===== config.mk =====
export PLATFORM = sky130hd
export DESIGN_NAME = mem_arbiter
export DESIGN_NICKNAME = d
export VERILOG_FILES = /design/src/rtl/mem_arbiter.sv
export SDC_FILE = /design/constraint.sdc
export NUM_CORES = 1
export LEC_CHECK = 0
export BUFFER_PORTS_ARGS = -buffer_cell sky130_fd_sc_hd__buf_2
export CORE_UTILIZATION = 40
export CTS_BUF_LIST = sky130_fd_sc_hd__clkbuf_4 sky130_fd_sc_hd__clkbuf_8
export DETAILED_ROUTE_END_ITERATION = 8
export PLACE_DENSITY = 0.72
export SETUP_SLACK_MARGIN = 0.02
export SYNTH_ARGS = -nofsm -noshare
export SYNTH_HDL_FRONTEND = slang
export SYNTH_SLANG_ARGS = --single-unit

===== constraint.sdc =====
create_clock -name clk -period 2 [get_ports clk]
set_clock_uncertainty 0.1 [all_clocks]
set_input_delay 0.2 -clock clk [delete_from_list [all_inputs] [get_ports clk]]
set_output_delay 0.2 -clock clk [all_outputs]
set_load 0.01 [all_outputs]

===== src/rtl/mem_arbiter.sv =====
`default_nettype none
// ============================================================================
// mem_arbiter : two-port round-robin arbiter / sequencer for a 32x8 sync RAM
// Revision    : 1.0
// ============================================================================
module mem_arbiter #(
  parameter int ADDR_W = 5,
  parameter int DATA_W = 8
) (
  input  logic              clk,
  input  logic              rst,
  input  logic              r0_valid,
  input  logic              r0_we,
  input  logic [ADDR_W-1:0] r0_addr,
  input  logic [DATA_W-1:0] r0_wdata,
  output logic              r0_ready,
  output logic              r0_rsp_valid,
  input  logic              r1_valid,
  input  logic              r1_we,
  input  logic [ADDR_W-1:0] r1_addr,
  input  logic [DATA_W-1:0] r1_wdata,
  output logic              r1_ready,
  output logic              r1_rsp_valid,
  output logic [DATA_W-1:0] rsp_rdata,
  output logic              mem_read,
  output logic              mem_write,
  output logic [ADDR_W-1:0] mem_addr,
  output logic [DATA_W-1:0] mem_wdata,
  input  logic [DATA_W-1:0] mem_rdata,
  output logic              busy
);

  typedef enum logic [1:0] {
    IDLE   = 2'd0,
    ACCESS = 2'd1,
    RDWAIT = 2'd2
  } state_t;

  state_t            r_state;
  state_t            w_state_nxt;
  logic              r_last_grant;
  logic              r_rsp_id;
  logic              w_sel;
  logic              w_hs;
  logic              w_we;
  logic [ADDR_W-1:0] w_addr;
  logic [DATA_W-1:0] w_wdata;

  // On a tie the requester not granted last wins; a lone requester always wins.
  always_comb begin
    w_sel = 1'b0;
    if (r0_valid && r1_valid) w_sel = ~r_last_grant;
    else if (r1_valid)        w_sel = 1'b1;
  end

  assign r0_ready = (r_state == IDLE) && !rst && r0_valid && !w_sel;
  assign r1_ready = (r_state == IDLE) && !rst && r1_valid &&  w_sel;
  assign w_hs     = r0_ready | r1_ready;
  assign w_we     = w_sel ? r1_we    : r0_we;
  assign w_addr   = w_sel ? r1_addr  : r0_addr;
  assign w_wdata  = w_sel ? r1_wdata : r0_wdata;
  assign busy     = (r_state != IDLE);

  always_ff @(posedge clk or posedge rst) begin
    if (rst) r_state <= IDLE;
    else     r_state <= w_state_nxt;
  end

  always_comb begin
    w_state_nxt = r_state;
    case (r_state)
      IDLE:    if (w_hs) w_state_nxt = ACCESS;
      ACCESS:  w_state_nxt = mem_read ? RDWAIT : IDLE;
      RDWAIT:  w_state_nxt = IDLE;
      default: w_state_nxt = IDLE;
    endcase
  end

  // Strobes and response pulses are single-cycle: cleared unless re-loaded.
  always_ff @(posedge clk or posedge rst) begin
    if (rst) begin
      mem_read     <= 1'b0;
      mem_write    <= 1'b0;
      mem_addr     <= '0;
      mem_wdata    <= '0;
      rsp_rdata    <= '0;
      r0_rsp_valid <= 1'b0;
      r1_rsp_valid <= 1'b0;
      r_last_grant <= 1'b1;
      r_rsp_id     <= 1'b0;
    end else begin
      mem_read     <= 1'b0;
      mem_write    <= 1'b0;
      r0_rsp_valid <= 1'b0;
      r1_rsp_valid <= 1'b0;
      if (w_hs) begin
        mem_read     <= ~w_we;
        mem_write    <= w_we;
        mem_addr     <= w_addr;
        mem_wdata    <= w_wdata;
        r_last_grant <= w_sel;
        r_rsp_id     <= w_sel;
      end
      if (r_state == RDWAIT) begin
        rsp_rdata    <= mem_rdata;
        r0_rsp_valid <= ~r_rsp_id;
        r1_rsp_valid <= r_rsp_id;
      end
    end
  end

endmodule
`default_nettype wire

== Yosys cells after proc, flatten, opt, wreduce, memory -nomap -nowiden ==
Index checks and enable logic that the tools add are counted.

* Bits of input ports: 40
* Output and inout bits: 28
* Register bits: 29

* Bitwise operators: 4
* Eq/ne operators: 3
* Reductions and logical operators: 10
* Muxes and demuxes: 12

{| class="wikitable"
|+ Operators with widths
! operator !! number
|-
| $mux 8 || 1
|-
| $mux 1 || 7
|-
| $logic_and 1x1->1 || 6
|-
| $mux 5 || 1
|-
| $mux 2 || 2
|-
| $pmux 2 s2 || 1
|-
| $not 1->1 || 3
|-
| $eq 2x1->1 const B || 1
|-
| $eq 2x2->1 const B || 1
|-
| $logic_not 1->1 || 2
|-
| $logic_not 2->1 || 1
|-
| $ne 2x2->1 const B || 1
|-
| $reduce_bool 2->1 || 1
|-
| $or 1x1->1 || 1
|}

== Logic depth before layout (Yosys ltp) ==
Gate-level depths: netlist of the first run.

* Depth in word-level cells: 7
* Gate-level depth with buffers: 4

== Least setup slack after synthesis of the first run ==
OpenSTA, ideal clock, no wires.

* Path kind: register to register
* From: register r_state[1]
* To: register mem_addr[0]
* Clock period less this slack: 1.766 ns
* Slack: 0.234 ns
* Arrival time: 1.544 ns
* Cell stages (with the launch flop): 5
* Path through: dfrtp_1 -> or4b_4 -> buf_6 -> or3_1 -> o221a_2

* Word-level cells in the longest chain between the ends: 5
* Elaborated cells between the ends (all ways): 7

{| class="wikitable"
|+ RTL lines
! item !! line !! RTL
|-
| start: declaration || 39 || <nowiki>state_t r_state;</nowiki>
|-
| start signal: assignment || 66 || <nowiki>else r_state <= w_state_nxt;</nowiki>
|-
| $logic_not 2->1 (*) || 56, 57 ||
|-
| $logic_and 1x1->1 (*) || 56, 57 ||
|-
| $logic_and 1x1->1, on equally long branches (2 in a row) || 56, 57 ||
|-
| $or 1x1->1 (*) || 58 || <nowiki>assign w_hs = r0_ready | r1_ready;</nowiki>
|-
| end signal: assignment || 99 || <nowiki>mem_addr <= w_addr;</nowiki>
|-
| end: declaration || 27 || <nowiki>output logic [ADDR_W-1:0] mem_addr,</nowiki>
|}

Mark *: on every way between the ends. The rest lies on a longest branch, timed or not.
A chain may end at the register's enable or synchronous reset.

== Final worst setup path of the first run ==
* From: register r_state[0]
* To: output r0_ready

* Word-level cells in the longest chain between the ends: 4

{| class="wikitable"
|+ RTL lines
! item !! line !! RTL
|-
| $logic_not 2->1 || 56 || <nowiki>assign r0_ready = (r_state == IDLE) && !rst && r0_valid && !w_sel;</nowiki>
|-
| $logic_and 1x1->1 (3 in a row) || 56 ||
|-
| end: declaration || 16 || <nowiki>output logic r0_ready,</nowiki>
|}

No other way between the ends.

==> results of run 1 <==
==> report_power, final <==
group	switching, mW	internal (mW)
Clock	0.194	0.147
Combinational	0.219	0.272
Sequential	0.0725	0.729
Total	0.486	1.15
==> logic make-up after synthesis <==
family          Yosys count
compound gates           16
mux                       9
simple gates             28
flops                    29
buf+inv                   8
==> routing by layer <==
metal | global-route usage | vias to the layer above | wire length, um | share of wire
li1 | - | 501 | - | -
met1 | 0.204 | 498 | 1120 | 0.39
met2 | 0.345 | 48 | 1500 | 0.52
met3 | 0.0680 | 4 | 215 | 0.075
met4 | 0.0836 | 0 | 44 | 0.015
met5 | 0 | - | 0 | 0
==> area by class of cell <==
cell class / count / area (um^2)
Timing Repair Buffer: 81 / 455
Tap cell: 31 / 38.8
Inverter: 3 / 11.3
Sequential cell: 29 / 727
Multi-Input combinational cell: 53 / 444
Clock inverter: 2 / 10.0
Clock buffer: 6 / 45.0
Fill cell: 242 / 1070
==> per-stage QoR <==
step	std cells	hold slack, ns	area [um^2]	worst slack (ns)
after floorplan	90	0.177	1210	0.234
final	205	0.0181	1730	0.0979
after global placement	186	0.0746	1580	0.164
after detailed placement	186	0.0926	1580	0.111
after CTS	197	0.00302	1660	0.0323
after global routing	205	0.00580	1730	0.0126
==> flip-flops by register name, indices dropped and copies added, names as in the netlist <==
| register | cells |
|---|---|
| mem_wdata | 8 |
| rsp_rdata | 8 |
| mem_addr | 5 |
| r_state | 2 |
| mem_read | 1 |
| mem_write | 1 |
| r0_rsp_valid | 1 |
| r1_rsp_valid | 1 |
| r_last_grant | 1 |
| r_rsp_id | 1 |
==> path summary, 6_finish.rpt <==
| path | startpoint | end | slack [ns] | cells past startpoint |
|---|---|---|---|---|
| max in group asynchronous | rst | r_last_grant | 0.88 | 4 |
| worst min register to register | r_rsp_id | r0_rsp_valid | 0.37 | 1 |
| worst max-delay path | r_state[0] | r0_ready | 0.1 | 3 |
| worst max register to register | r_state[0] | mem_addr[4] | 0.12 | 4 |
| worst min-delay path | mem_rdata[3] | rsp_rdata[3] | 0.02 | 2 |
| min in group asynchronous | rst | r_state[1] | 0.30 | 3 |
==> cell usage after synthesis (2+ instances only) <==
cell type and count:
nor2b_1 2, dfrtp_1 28, or3_2 6, inv_1 3, o221a_2 13, nand2_1 4, clkbuf_1 3, nor2_1 4
mux2_2 8, or3_1 7
==> placed cells by master (no fill, tap or decap) <==
| master | Yosys | final |
|---|---|---|
| mux2_2 | 8 | 8 |
| nor2b_1 | 2 | 2 |
| nand2_2 | 0 | 1 |
| clkinv_2 | 0 | 2 |
| buf_2 | 1 | 67 |
| a21boi_0 | 1 | 1 |
| nand2_1 | 4 | 3 |
| mux2i_1 | 1 | 1 |
| nor3_1 | 1 | 1 |
| dfrtp_1 | 28 | 28 |
| or3_2 | 6 | 6 |
| dfstp_2 | 1 | 1 |
| or3_1 | 7 | 7 |
| nor2_1 | 4 | 4 |
| or2_2 | 1 | 1 |
| o21a_1 | 1 | 1 |
| or2b_1 | 1 | 1 |
| a22o_2 | 1 | 1 |
| buf_4 | 0 | 8 |
| o221a_2 | 13 | 13 |
| inv_1 | 3 | 3 |
| clkbuf_4 | 0 | 6 |
| or4b_4 | 1 | 1 |
| dlygate4sd3_1 | 0 | 6 |
| and2_1 | 1 | 1 |
==> timing repair <==
| action | in CTS | in global routing |
|---|---|---|
| pin swaps | 0 | 2 |
| hold buffers | 3 | 3 |
| hold endpoints to repair | 9 | 3 |
| gates resized for setup | 1 | 0 |
| setup endpoints to repair | 1 | 3 |
| setup buffers | 0 | 5 |
==> reports/metrics.csv, run 1 <==
metric,value,unit
CP top delay family,simple AND/OR/NAND/NOR gates,
worst hold path class,in2reg,
I/O Buffers,67,
antenna-violating nets left,0,
Via density,5.13,
post-layout util,0.617,
Die H,56.9,um
CP startpoint kind,flop,
CTS tree,yes,
fin. max-slew vios,0,
"Avg Cell Area, Syn",13.4,um^2
Post-synth EDFFs,0,
Final GP Congestion,0.682,
vias in the first global route,1033,
pwr dens,944,nW/um^2
Final HPWL DP,2050,um
nets@finish,213,
LEAKAGE,0.864,nW
drt pass-1 iters,6,
via count,1051,
clock sinks,29,
Synth Area in Compound Gates,0.142,
"top cells by area, synth","dfrtp_1, o221a_2, mux2_2",
Core Region,2810,um^2
layout cells sized above 1,0.661,
simple-gate share of the synthesized area,0.141,
Inserted Clock Buffers,5,
"Seq/Total Area, Yosys",0.602,
DR iter-0 viols,27,
worst skew pair latency,0.32,ns
mux contribution to synthesized area,0.0829,
CP Class,reg2out,
ys async rst share,1.00,
CP bufs+invs,1,
Max H-tree Level,2,
die width,56.9,um
status,finished with violations,
cell taking the most area after synthesis,dfrtp_1,
failing checks,design-rule violations,
initial antenna violation count,0,
peak per-stage delay on the critical path,0.60,ns
Max Fclk,0.526,GHz
IO Pins,68,
gr usage total,0.193,
Final TNS setup,0,ns
maxcap violations,0,
Power Total,1.63,mW
Syn. warnings,0,
drt drc,10,
routed wire length,2880,um
post-synthesis adder-cell area fraction,0,
required time of the critical path,1.70,ns
Slew headroom,0.742,
fin crit share,0.951,
minimum clock period,1.90,ns
"Reg clk slew, reported paths",0.09,ns
Final Hold Fails,0,
largest net degree at the start of global routing,23,
Antenna diodes,0,
critical path peak fanout,12,
Most used DFF post-synth,dfrtp_1,
xor/xnor share of the synthesized area,0,
Critical Path AT,1.60,ns
initial core utilization,0.430,
Die ar.,3240,um^2
final setup fails,0,
number of cell rows,19,
Critical-path top delay cell,or4b_4,
largest family of logic cells by synthesized area,compound AO/OA/AOI/OAI gates,
Area Overhead vs Synth,43.4,%
clock root buffer,clkbuf_4,
crit end category,output pin,
RSZ-0062 raised after global routing,true,
Overflow after GRT,0,
Slew @ Worst Pin,0.384,ns
"Critical Path, Cell by Cell",or4b_4 -> nor2_1 -> buf_2,
synth unique cells,22,
Mapped Area,1210,um^2
"flops & latches, synth",29,
first-pass GRT wire length,4620,um
Syn Inst Count,90,
drt wl/cell,14.1,um
area share of the largest cell type after synthesis,0.580,
clock buffer depth,2,
Syn Nets,130,
Max VDD drop,0.564,mV
No activity file was read; power rests on OpenSTA's default activity.
==> run 2: changes to the inputs <==
Settings changed: CORE_UTILIZATION 40 to 45, PLACE_DENSITY 0.72 to 0.79.
==> reports/metrics.csv, run 2 (synthesized netlist as in run 1, its figures left out) <==
metric,value,unit,change
Core Region,2500,um^2,-11%
worst hold path class,in2reg,,
Slew headroom,0.729,,-0.0131
CP bufs+invs,1,,unchanged
Inserted Clock Buffers,5,,unchanged
initial antenna violation count,0,,unchanged
CP Class,reg2out,,
fin crit share,0.959,,+0.00839
Die H,53.8,um,-5.5%
final setup fails,0,,unchanged
Switch Pwr,468,uW,-3.8%
maxcap violations,0,,unchanged
Area Overhead vs Synth,42.6,%,
number of cell rows,18,,-1
Slew @ Worst Pin,0.403,ns,+0.0194 ns
Die ar.,2890,um^2,-11%
initial core utilization,0.483,,+0.0526
Largest regs,"mem_wdata: 8 flops, rsp_rdata: 8 flops, mem_addr: 5 flops",,
drt wl/cell,13.7,um,-2.2%
fillers,187,,-23%
placed instance area,1580,um^2,+0.40%
crit end category,output pin,,
clock buffer depth,2,,unchanged
via count,1047,,-0.38%
vias in the first global route,987,,-4.5%
"commonest non-fill, non-tap cell in the layout",buf_2,,
Clk pwr share,0.217,,+0.008
Overflow after GRT,0,,unchanged
met3 GRT Util,0.0876,,+0.0195
CP top delay family,simple AND/OR/NAND/NOR gates,,
DR iter-0 viols,23,,-15%
Min Hold Slack,0.0148,ns,-0.00328 ns
Power Total,1.64,mW,+0.65%
fin. max-slew vios,0,,unchanged
Critical-path top delay cell,or4b_4,,
register area,727,um^2,unchanged
met1 GRT Util,0.230,,+0.0257
reg2reg setup slack,0.10,ns,-0.02 ns
Register-to-Register Path Depth,3,,-1
CP startpoint kind,flop,,
Final GP Congestion,0.722,,+5.9%
routed wire length,2760,um,-4.1%
"Critical Path, Cell by Cell",or4b_4 -> nor2_2 -> buf_2,,
nets@finish,211,,-0.94%
Max VDD drop,0.623,mV,+10%
drt pass-1 iters,4,,-2
minimum clock period,1.92,ns,+0.0168 ns
required time of the critical path,1.70,ns,about the same
Final HPWL DP,1990,um,-2.6%
GR Util met2,0.374,,+0.0299
largest net degree at the start of global routing,17,,-26%
drt drc,0,,-10
clock sinks,29,,unchanged
Critical Path AT,1.62,ns,+0.02 ns
Internal Power,1.18,mW,+2.5%
CTS tree,yes,,
Logic pwr share,0.296,,-0.005
Max H-tree Level,2,,unchanged
IO Pins,68,,unchanged
layout cells sized above 1,0.661,,about the same
Antenna diodes,0,,unchanged
antenna-violating nets left,0,,unchanged
gr usage total,0.217,,+0.0245
Via density,5.21,,+1.6%
crit path from,r_state[0],,
final instance area,1720,um^2,-0.58%
first-pass GRT wire length,4210,um,-8.8%
Sw Ratio,0.285,,-0.0130
Max Fclk,0.521,GHz,-0.87%
peak per-stage delay on the critical path,0.64,ns,+0.04 ns
end of the worst register-to-register path,mem_wdata[1],,
"Reg clk slew, reported paths",0.08,ns,about the same
pwr dens,955,nW/um^2,+1.2%
worst skew pair latency,0.31,ns,about the same
Final TNS setup,0,ns,unchanged
LEAKAGE,0.855,nW,-0.97%
r2r startpoint,r_state[0],,
Critical Path End,r0_ready,,
critical path peak fanout,16,,+4
area of the multi-input gates,447,um^2,+0.56%
busiest grt layer,met2,,
sequential fraction of design power,0.488,,-0.002
clock root buffer,clkbuf_4,,
"commonest cells after routing, fill and taps aside","buf_2, dfrtp_1, o221a_2",,
critical path depth,3,,unchanged
die width,53.8,um,-5.5%
status,"finished, final reports clean",,
Final Hold Fails,0,,unchanged
RSZ-0062 raised after global routing,true,,
I/O Buffers,67,,unchanged
## run 2: final cells by class
class,instances,share of cell area
Sequential cell,29,0.422
Multi-Input combinational cell,53,0.259
Tap cell,30,0.0218
Inverter,3,0.00654
Clock buffer,7,0.0342
Timing Repair Buffer,79,0.256
## run 2: metrics by stage
| step | utilization | setup slack (ns) | cells |
|---|---|---|---|
| floorplan | - | 0.234 | 90 |
| global placement | 0.633 | 0.162 | 186 |
| detailed placement | 0.633 | 0.0889 | 186 |
| CTS | 0.674 | 0.0208 | 197 |
| global route | 0.689 | 0.0180 | 201 |
| finish | 0.689 | 0.0812 | 201 |
## run 2: power groups by stage
stage	logic [mW]	clock network, mW	registers, mW
floorplan	0.203	0	0.870
global placement	0.463	0	0.802
detailed placement	0.476	0	0.810
CTS	0.481	0.372	0.801
global route	0.535	0.402	0.823
finish	0.486	0.356	0.802
## run 2: worst min-delay path by stage
stage                      start            to  slack [ns]  cells past startpoint
global route        mem_rdata[5]  rsp_rdata[5]      0.0007                      2
detailed placement           rst      mem_read        0.16                      3
global placement             rst      r_rsp_id        0.14                      3
finish              mem_rdata[5]  rsp_rdata[5]        0.01                      2
floorplan                    rst   mem_addr[0]        0.18                      1
CTS                 mem_rdata[5]  rsp_rdata[5]      0.0005                      2
## run 2: metal layers
metal / routed length (um) / share of wire
met4: 40 / 0.014
met5: 0 / 0
met2: 1430 / 0.52
met3: 228 / 0.083
met1: 1070 / 0.39
## run 2: worst register-to-register path: cells and delay by family, from the launching register on
kind / cells / cell delay (ns)
flops: 1 / 0.42
simple gates: 2 / 1.13
compound gates: 1 / 0.14
## run 2: timing repair
action | CTS | global route
hold endpoints to repair | 31 | 2
resized for setup | 1 | 1
cloned | 0 | 0
hold buffers | 4 | 2
pin swaps | 0 | 2
setup endpoints to repair | 1 | 2
buffers inserted | 0 | 2
==> run 3: changes to the inputs <==
Settings changed: ABC_AREA set to 1, CORE_UTILIZATION 45 to 47, PLACE_DENSITY 0.79 to 0.8.
==> reports/metrics.csv, run 3 <==
metric,value,unit,change
"commonest non-fill, non-tap cell in the layout",nand2_1,,
drt wl/cell,10.7,um,-22%
"commonest cells after routing, fill and taps aside","nand2_1, buf_2, nand3_1",,
Slew @ Worst Pin,0.385,ns,-0.0187 ns
LEAKAGE,1.16,nW,+35%
die width,56.0,um,+4.1%
fin crit share,0.911,,-0.0484
Inserted Clock Buffers,5,,unchanged
sequential fraction of design power,0.439,,-0.049
"Critical Path, Cell by Cell",nand2_4 -> nand2_4 -> inv_1 -> nand2_4 -> inv_1 -> buf_2,,
number of cell rows,19,,+1
CTS tree,yes,,
Switch Pwr,587,uW,+25%
Mapped Area,1370,um^2,+13%
first-pass GRT wire length,5060,um,+20%
"Seq/Total Area, Yosys",0.531,,-0.0715
post-layout util,0.679,,-0.00947
peak per-stage delay on the critical path,0.57,ns,-0.07 ns
Post-synth EDFFs,0,,unchanged
vias in the first global route,1240,,+26%
clock sinks,29,,unchanged
Slew headroom,0.743,,+0.0143
worst hold path class,in2reg,,
top-count cell post-synth,nand2_1,,
Via density,4.82,,-7.4%
"top cells by area, synth","dfrtp_1, nand2_1, nand3_1",,
Final TNS setup,0,ns,unchanged
CP startpoint kind,flop,,
largest net degree at the start of global routing,29,,+12
DR iter-0 viols,66,,+190%
Die ar.,3130,um^2,+8.3%
crit end category,output pin,,
antenna-violating nets left,0,,unchanged
fin. max-slew vios,0,,unchanged
Die H,56.0,um,+4.1%
layout cells sized above 1,0.339,,-0.322
Final HPWL DP,2190,um,+9.9%
initial antenna violation count,0,,unchanged
initial core utilization,0.497,,+0.0138
clock root buffer,clkbuf_4,,
routed wire length,3010,um,+9.0%
Final GP Congestion,0.723,,about the same
ys async rst share,1.00,,unchanged
minimum clock period,1.82,ns,-0.0968 ns
I/O Buffers,67,,unchanged
gr usage total,0.214,,-0.00264
Max Fclk,0.549,GHz,+5.3%
worst skew pair latency,0.33,ns,+0.02 ns
Area Overhead vs Synth,36.7,%,
Critical Path AT,1.52,ns,-0.10 ns
final setup fails,0,,unchanged
Overflow after GRT,0,,unchanged
"Avg Cell Area, Syn",7.87,um^2,-41%
Syn Inst Count,174,,+93%
Max H-tree Level,2,,unchanged
drt pass-1 iters,4,,unchanged
Max VDD drop,0.737,mV,+18%
required time of the critical path,1.70,ns,about the same
Largest regs,"mem_wdata: 8 flops, rsp_rdata: 8 flops, mem_addr: 5 flops",,
Final Hold Fails,0,,unchanged
RSZ-0062 raised after global routing,false,,
Critical-path top delay cell,dfstp_2,,
Internal Power,1.29,mW,+9.3%
Sw Ratio,0.313,,+0.0288
IO Pins,68,,unchanged
drt drc,0,,unchanged
"Reg clk slew, reported paths",0.09,ns,about the same
Clk pwr share,0.270,,+0.053
Logic pwr share,0.291,,-0.005
critical path's most frequent cell,nand2_4,,
Antenna diodes,0,,unchanged
Most used DFF post-synth,dfrtp_1,,
CP Class,reg2out,,
Core Region,2760,um^2,+10%
via count,1360,,+30%
area share of the largest cell type after synthesis,0.511,,-0.0689
"flops & latches, synth",29,,unchanged
clock buffer depth,2,,unchanged
critical path peak fanout,16,,unchanged
cell taking the most area after synthesis,dfrtp_1,,
Syn Nets,214,,+65%
Syn. warnings,0,,unchanged
synth unique cells,14,,-36%
pwr dens,1000,nW/um^2,+4.7%
nets@finish,290,,+37%
maxcap violations,0,,unchanged
status,"finished, final reports clean",,
"top cells by count, synth","nand2_1, nand3_1, dfrtp_1, inv_1",,
run 3: cell types whose count changed in the layout (fill, tap and decap cells not counted), sizes merged, moves of 2 or more:
cell,previous run,this run
nor2,4,6
o221a,13,0
nand2,4,85
nor2b,2,0
inv,3,10
buf,73,70
or3,13,0
mux2,8,0
nand3,0,35
run 3: path summary, 6_finish.rpt:
path                                     end         start  cells past startpoint  slack, ns
worst min-delay path            rsp_rdata[0]  mem_rdata[0]                      3       0.02
max in group asynchronous       r0_rsp_valid           rst                      4       1.04
worst max-delay path                r1_ready  r_last_grant                      6       0.18
min in group asynchronous       r_last_grant           rst                      3       0.40
worst min register to register  r0_rsp_valid      r_rsp_id                      1       0.37
worst max register to register   mem_addr[4]    r_state[1]                      5       0.45
run 3: per-stage QoR:
stage,instances,hold slack [ns],power [mW],area (um^2),setup slack (ns)
4_1_cts,282,0.00634,1.89,1870,0.0934
5_1_grt,282,0.0123,2.01,1870,0.0867
3_5_place_dp,268,0.188,1.37,1720,0.465
3_3_place_gp,268,0.183,1.36,1720,0.495
6_report,282,0.0195,1.87,1870,0.178
2_1_floorplan,174,0.194,1.14,1370,0.133
run 3: layer usage:
| metal | vias to the layer above | global-route usage | share of wire |
|---|---|---|---|
| met4 | 0 | 0.115 | 0.020 |
| li1 | 701 | - | - |
| met5 | - | 0 | 0 |
| met2 | 70 | 0.338 | 0.46 |
| met1 | 583 | 0.261 | 0.43 |
| met3 | 6 | 0.0698 | 0.087 |
run 3: power by group through the flow:
stage / Combinational, mW / Sequential [mW] / Clock [mW]
2_1_floorplan: 0.237 / 0.903 / 0
6_report: 0.545 / 0.822 / 0.506
5_1_grt: 0.616 / 0.841 / 0.549
4_1_cts: 0.549 / 0.821 / 0.522
3_3_place_gp: 0.527 / 0.828 / 0
3_5_place_dp: 0.538 / 0.831 / 0
run 3: repair_timing:
item	4_1_cts	5_1_grt
buffers inserted	0	0
endpoints found under the setup margin	0	1
hold endpoints to repair	34	0
hold buffers	6	0
resized for setup	0	1
run 3: area by class of cell:
type,instances,area [um^2]
Clock buffer,7,58.8
Tap cell,31,38.8
Timing Repair Buffer,76,418
Clock inverter,1,30.0
Inverter,10,37.5
Sequential cell,29,727
Fill cell,241,885
Multi-Input combinational cell,128,563
run 3: cell families (layout without fill, tap and decap cells):
family,count (synthesis),count (layout),share of synthesized area
flip-flops,29,29,0.531
AO/OA/AOI/OAI,2,2,0.0155
buffers and inverters,17,94,0.0621
AND/OR/NAND/NOR,126,126,0.392
run 3: critical path: cells and delay by family (launching register included):
kind | cells | cell delay (ns)
DFF | 1 | 0.57
buffers and inverters | 3 | 0.26
and+or+nand+nor | 3 | 0.36
